===== config.mk =====
export PLATFORM = sky130hd
export DESIGN_NAME = pipeline_hazard_controller
export DESIGN_NICKNAME = d
export VERILOG_FILES = /design/src/rtl/pipeline_hazard_controller.sv
export SDC_FILE = /design/constraint.sdc
export NUM_CORES = 1
export LEC_CHECK = 0
export CAP_MARGIN = 20
export CELL_PAD_IN_SITES_DETAIL_PLACEMENT = 1
export CELL_PAD_IN_SITES_GLOBAL_PLACEMENT = 2
export CORE_ASPECT_RATIO = 1.1
export CORE_MARGIN = 2
export CORE_UTILIZATION = 25
export CTS_BUF_LIST = sky130_fd_sc_hd__clkbuf_8
export CTS_CLUSTER_DIAMETER = 40
export CTS_CLUSTER_SIZE = 12
export DETAILED_ROUTE_END_ITERATION = 10
export HOLD_SLACK_MARGIN = 0.1
export PLACE_DENSITY_LB_ADDON = 0.1
export SYNTH_ARGS = -nofsm -noshare
export SYNTH_HDL_FRONTEND = slang
export SYNTH_SLANG_ARGS = --single-unit

===== constraint.sdc =====
create_clock -name CLK -period 3.1 [get_ports CLK]
set_input_delay 0.31 -clock CLK [delete_from_list [all_inputs] [get_ports CLK]]
set_output_delay 0.31 -clock CLK [all_outputs]
set_load 0.01 [all_outputs]

===== src/rtl/pipeline_hazard_controller.sv =====
// pipeline_hazard_controller
//   Central hold/flush sequencer for the 5-stage RV32IM pipeline. It looks at
//   load-use hazards, taken branches/jumps, multi-cycle MUL/DIV occupancy of
//   EX, and instruction/data memory busywait. From these it drives the hold
//   (keep value) and flush (load bubble) inputs of the PC and of the IF/ID,
//   ID/EX, EX/MEM and MEM/WB registers.
//
// Ports
//   CLK, RESET                   clock (rising edge), synchronous active-high reset
//   ID_RS1/ID_RS2, ID_USES_RS*   source registers of the instruction in ID
//   EX_RD, EX_MEM_READ           destination / load flag of the instruction in EX
//   EX_MULDIV                    instruction in EX is an M-extension op
//   BRANCH_TAKEN                 EX resolved a taken branch or jump
//   IMEM_BUSYWAIT, DMEM_BUSYWAIT memory not-ready indications
//   PC_HOLD, *_HOLD              register keeps its value at the next edge
//   *_FLUSH                      register loads a bubble at the next edge
//   MULDIV_BUSY                  sequencer is in the MUL/DIV occupancy state
//   STALL_COUNT                  number of cycles in which PC_HOLD was asserted
module pipeline_hazard_controller #(
  parameter int MULDIV_CYCLES = 32,
  parameter int CNT_W         = 6
) (
  input  logic        CLK,
  input  logic        RESET,
  input  logic [4:0]  ID_RS1,
  input  logic [4:0]  ID_RS2,
  input  logic        ID_USES_RS1,
  input  logic        ID_USES_RS2,
  input  logic [4:0]  EX_RD,
  input  logic        EX_MEM_READ,
  input  logic        EX_MULDIV,
  input  logic        BRANCH_TAKEN,
  input  logic        IMEM_BUSYWAIT,
  input  logic        DMEM_BUSYWAIT,
  output logic        PC_HOLD,
  output logic        IF_ID_HOLD,
  output logic        ID_EX_HOLD,
  output logic        EX_MEM_HOLD,
  output logic        MEM_WB_HOLD,
  output logic        IF_ID_FLUSH,
  output logic        ID_EX_FLUSH,
  output logic        EX_MEM_FLUSH,
  output logic        MULDIV_BUSY,
  output logic [31:0] STALL_COUNT
);

  typedef enum logic [0:0] {
    RUN    = 1'b0,
    MULDIV = 1'b1
  } state_t;

  state_t            state_q, state_d;
  logic [CNT_W-1:0]  cnt_q, cnt_d;
  logic [31:0]       stall_count_q, stall_count_d;
  logic              load_use;

  // x0 is hard-wired zero, so a load targeting it never creates a hazard.
  assign load_use = EX_MEM_READ && (EX_RD != 5'd0) &&
                    ((ID_USES_RS1 && (ID_RS1 == EX_RD)) ||
                     (ID_USES_RS2 && (ID_RS2 == EX_RD)));

  always_comb begin
    state_d      = state_q;
    cnt_d        = cnt_q;
    PC_HOLD      = 1'b0;
    IF_ID_HOLD   = 1'b0;
    ID_EX_HOLD   = 1'b0;
    EX_MEM_HOLD  = 1'b0;
    MEM_WB_HOLD  = 1'b0;
    IF_ID_FLUSH  = 1'b0;
    ID_EX_FLUSH  = 1'b0;
    EX_MEM_FLUSH = 1'b0;

    if (RESET) begin
      // Fill the pipeline with bubbles while reset is held.
      IF_ID_FLUSH  = 1'b1;
      ID_EX_FLUSH  = 1'b1;
      EX_MEM_FLUSH = 1'b1;
    end else if (DMEM_BUSYWAIT) begin
      // Whole pipeline freezes, including the MUL/DIV countdown.
      PC_HOLD     = 1'b1;
      IF_ID_HOLD  = 1'b1;
      ID_EX_HOLD  = 1'b1;
      EX_MEM_HOLD = 1'b1;
      MEM_WB_HOLD = 1'b1;
    end else if (state_q == MULDIV) begin
      if (cnt_q != '0) begin
        PC_HOLD      = 1'b1;
        IF_ID_HOLD   = 1'b1;
        ID_EX_HOLD   = 1'b1;
        EX_MEM_FLUSH = 1'b1;
        cnt_d        = cnt_q - CNT_W'(1);
      end else begin
        // Release cycle: the result leaves EX; EX_MULDIV is deliberately
        // ignored here so the same instruction cannot retrigger.
        state_d = RUN;
      end
    end else if (EX_MULDIV) begin
      // The start cycle is the first of MULDIV_CYCLES, and the release
      // cycle is the last, hence the -2 preload.
      PC_HOLD      = 1'b1;
      IF_ID_HOLD   = 1'b1;
      ID_EX_HOLD   = 1'b1;
      EX_MEM_FLUSH = 1'b1;
      state_d      = MULDIV;
      cnt_d        = CNT_W'(MULDIV_CYCLES - 2);
    end else if (BRANCH_TAKEN) begin
      // PC stays free so the branch target loads.
      IF_ID_FLUSH = 1'b1;
      ID_EX_FLUSH = 1'b1;
    end else if (load_use) begin
      // One bubble; forwarding resolves the hazard afterwards. IF/ID holds
      // (not flushes) even if IMEM is also busy, to keep the dependent op.
      PC_HOLD     = 1'b1;
      IF_ID_HOLD  = 1'b1;
      ID_EX_FLUSH = 1'b1;
    end else if (IMEM_BUSYWAIT) begin
      PC_HOLD     = 1'b1;
      IF_ID_FLUSH = 1'b1;
    end
  end

  assign stall_count_d = stall_count_q + {31'd0, PC_HOLD};

  always_ff @(posedge CLK) begin
    if (RESET) begin
      state_q       <= RUN;
      cnt_q         <= '0;
      stall_count_q <= 32'd0;
    end else begin
      state_q       <= state_d;
      cnt_q         <= cnt_d;
      stall_count_q <= stall_count_d;
    end
  end

  assign MULDIV_BUSY = (state_q == MULDIV);
  assign STALL_COUNT = stall_count_q;

endmodule


==> implementation parameters <==
Parameter                              Value

Run status
  Outcome ... finished clean

Cells and area
  Final cell count without fillers ... 456
  Fill cell count ... 1001
  Number of nets at the end of the flow ... 371
  P&R area growth vs syn ... 49.7%
  Number of diodes ... 0
  Area occupied by multi-input gates ... 0.00137 mm2
  Share of layout cells above drive strength 1 ... 20.3%
  Storage element area ... 781 um2

Power and ir drop
  Internal cell power ... 818 uW
  Combinational Power Share ... around 17%
  Switch Pwr ... 287 uW
  Worst ir drop on vdd ... approximately 160 uV
  Power density over the cells ... 340 mW/mm2
  Reported leakage power ... 0.00111 uW
  Clock share of power ... 35.5%
  Net switching fraction of the power ... approximately 26%
  Power share of the sequential group ... 47.4%

Floorplanning
  Boundary pin count ... 65
  Die Width ... a little over 90 um
  Core footprint ... roughly 0.0084 mm2
  Die Span Y ... 102 um
  Number of standard-cell rows in the floorplan ... 35
  Total die area ... 0.00946 mm2
  Initial core utilization ... 25.8%

Logic synthesis
  Top_reg_cell synth ... dfxtp_1
  Number of synthesized flops with an enable pin ... 0
  Cell area after synthesis ... 0.00217 mm2
  Synthesized-area fraction occupied by ao, oa, aoi and oai cells ... 12.3%
  Mean cell area of the mapped netlist ... 8.36 um2
  Post-synthesis share of cell area spent on xor and xnor gates ... just under 9%
  Proportion of synthesized flip-flops having asynchronous set or reset ... 0%
  Synth Area in Adders ... 1.73%
  Main combinational cell family by area after synthesis ... simple AND/OR/NAND/NOR gates
  Yosys Warn Count ... 0
  Share of cell area taken by muxes after synthesis ... 5.18%
  Share of synthesized area occupied by flip-flops and latches ... 35.9%
  Post-Syn Nets ... 287
  Post-synthesis simple-gate area fraction ... 30.5%
  Syn Inst Count ... 260
  Library cells used by synthesis ... 43
  Synthesis-stage register bit count ... 39

Worst setup path
  Critical path data required time ... 3.27 ns
  Worst path arrival time ... 3.06 ns
  Cell with the biggest individual delay on the critical path ... or3_4
  Kind of end point of the critical path ... register
  Crit-path most repeated cell ... ha_2
  Startpoint class of the critical path ... register
  Ordered list of cells on the worst path ... inv_1 > ha_2 > nor3b_2 > a211oi_2 > o211ai_1 > o21ai_1 > ha_2 > ha_2 > nand2_1 > or3_4 > buf_4 > o31ai_1 > a21oi_2
  Critical Path Fanout Max ... 4
  Largest delay contributor family on the critical path ... compound AO/OA/AOI/OAI gates
  Type of the worst setup path ... register to register
  Buffers & Inverters on Critical Path ... 2
  Biggest cell delay along the critical path ... 0.36 ns

Global routing
  Number of antenna violations at the first check in global routing ... 0
  Total track usage ... 14.2%
  Maximum number of pins on one net before global-route repair ... 51
  Residual overflow from global routing ... 0
  Wire length of the first global-routing pass ... 10.7 mm
  Vias in the first global route ... 2161

Routing
  Initial DRT Pass Iterations ... 4
  Wire length after detailed routing ... 6.52 mm
  Per-cell via count in the routed design ... 4.84
  Count of antenna-violating nets left after detailed routing ... 0
  Final routed wire length divided by cell count ... 14.3 um
  Total via count after detailed routing ... ~2200
  Post-detailed-route DRC marker count ... 0
  DR iter-0 viols ... 75

Placement
  Number of placed instances, taps included ... 446
  Gp weighted congestion ... 0.746
  Sum of net half-perimeters after detailed placement ... around 4.8 mm
  Port Buf Inserts ... 64
  Place WS ... -0.196 ns

Clock network
  Clock Tree Root ... clkbuf_8
  H-tree Lvls ... 2
  Clock tree from TritonCTS ... built
  Hold-fix buffers at CTS ... 0
  Deepest clock path buffer count ... 2
  Number of buffers inserted during clock tree synthesis ... 5
  Sink count of the clock tree ... 39
  Clk Latency, worst-skew pair ... 0.29 ns
  Clock transition at the registers of the reported paths ... around 0.08 ns

STA
  PnR worst setup slack ... 0.204 ns
  Final hold viol count ... 0
  Max-Slew Margin vs Limit ... 62.4%
  Setup violation total in the final timing report ... 0
  Final number of max-transition violations ... 0
  Maximum clock skew at final layout ... 0.00503 ns
  Worst slew pin tran ... 0.561 ns
  Summed negative setup slack over all endpoints ... 0 ns
  Min cycle time layout ... approximately 2.9 ns
  FMAX ... 345 MHz
  Final worst path period share ... between 90% and 100%

Worst hold path
  Worst min-delay path category ... input port to register

Job
  Max Cap Viol ... 0
kinds of logic (layout without fill, tap and decap cells):
logic type,after synthesis,in the layout
buf+inv,22,107
compound gates,42,42
flops,39,39
xor+xnor,22,22
simple gates,122,122
fa+ha+maj,3,3
mux,10,10
registers in the layout, indices dropped and copies added, names as in the netlist:
name	cells
STALL_COUNT	32
MULDIV_BUSY	1
cnt_q	6
per-layer routing:
metal	track usage, %	routed length [um]
met3	4.02	383
met2	23.6	3090
met1	17.8	2930
met4	4.64	115
met5	0	0
cells in the final DEF, fill, tap and decap left out, types with 12 or more instances in the layout:
master | synthesis | routed
nor2_1 | 31 | 31
clkdlybuf4s50_1 | 0 | 63
nand3_1 | 13 | 13
buf_4 | 1 | 24
nand2_1 | 14 | 14
dfxtp_1 | 39 | 39
xor2_1 | 12 | 12
final timing paths:
path / startpoint / end / slack, ns / depth (start not counted)
worst max-delay path: cnt_q[0] / STALL_COUNT[18] / 0.20 / 13
worst min-delay path: RESET / cnt_q[0] / 0.30 / 2
worst max register to register: cnt_q[0] / STALL_COUNT[18] / 0.20 / 13
worst min register to register: cnt_q[5] / cnt_q[5] / 0.52 / 2
synthesized netlist by cell type (8+ instances only):
cell type | n | area (um2)
a21oi_1 | 13 | 65.1
dfxtp_1 | 39 | 781
inv_1 | 10 | 37.5
mux2_2 | 10 | 113
nand2_1 | 14 | 52.6
nand3_1 | 13 | 65.1
nor2_1 | 31 | 116
nor2b_1 | 10 | 62.6
nor3_1 | 8 | 40.0
nor4_1 | 11 | 68.8
o21ai_0 | 11 | 55.1
or3_1 | 8 | 50.1
xnor2_1 | 10 | 87.6
xor2_1 | 12 | 105
final cells by class:
cell class                 instances  area share [%]
sequential                        39            24.0
timing repair buffer              89            25.4
clock buffer                       7            2.96
inverter                          10            1.15
multi-input combinational        199            42.0
clock inverter                     1           0.231
tap                              111            4.27
power by group through the flow:
stage,combinational [uW],clock (uW),sequential (uW)
after floorplan,85.9,0,535
after global placement,184,0,535
after detailed placement,186,0,535
after CTS,189,412,524
after global routing,213,431,526
final,189,392,524
stage by stage:
stage               cell area (um2)  hold slack [ns]  util (%)  power (uW)
floorplan                      2170            0.451         -         621
global placement               3040            0.500      36.1         719
detailed placement             3040            0.506      36.1         721
CTS                            3150            0.276      37.4        1120
global route                   3250            0.313      38.7        1170
finish                         3250            0.295      38.7        1110
what timing repair did:
action                                  4_1_cts  5_1_grt
gates resized for setup                       1       22
pin swaps                                     0        6
endpoints found under the setup margin        1       20
buffers inserted                              0        2
worst register-to-register path: stages, from the launching register on:
cell and delay (ns):
dfxtp_1 0.33, inv_1 0.06, ha_2 0.20, nor3b_2 0.17, a211oi_2 0.28, o211ai_1 0.15
o21ai_1 0.23, ha_2 0.22, ha_2 0.18, nand2_1 0.07, or3_4 0.36, buf_4 0.15
o31ai_1 0.29, a21oi_2 0.09
Note: power is estimated with default switching activity, not from simulation.
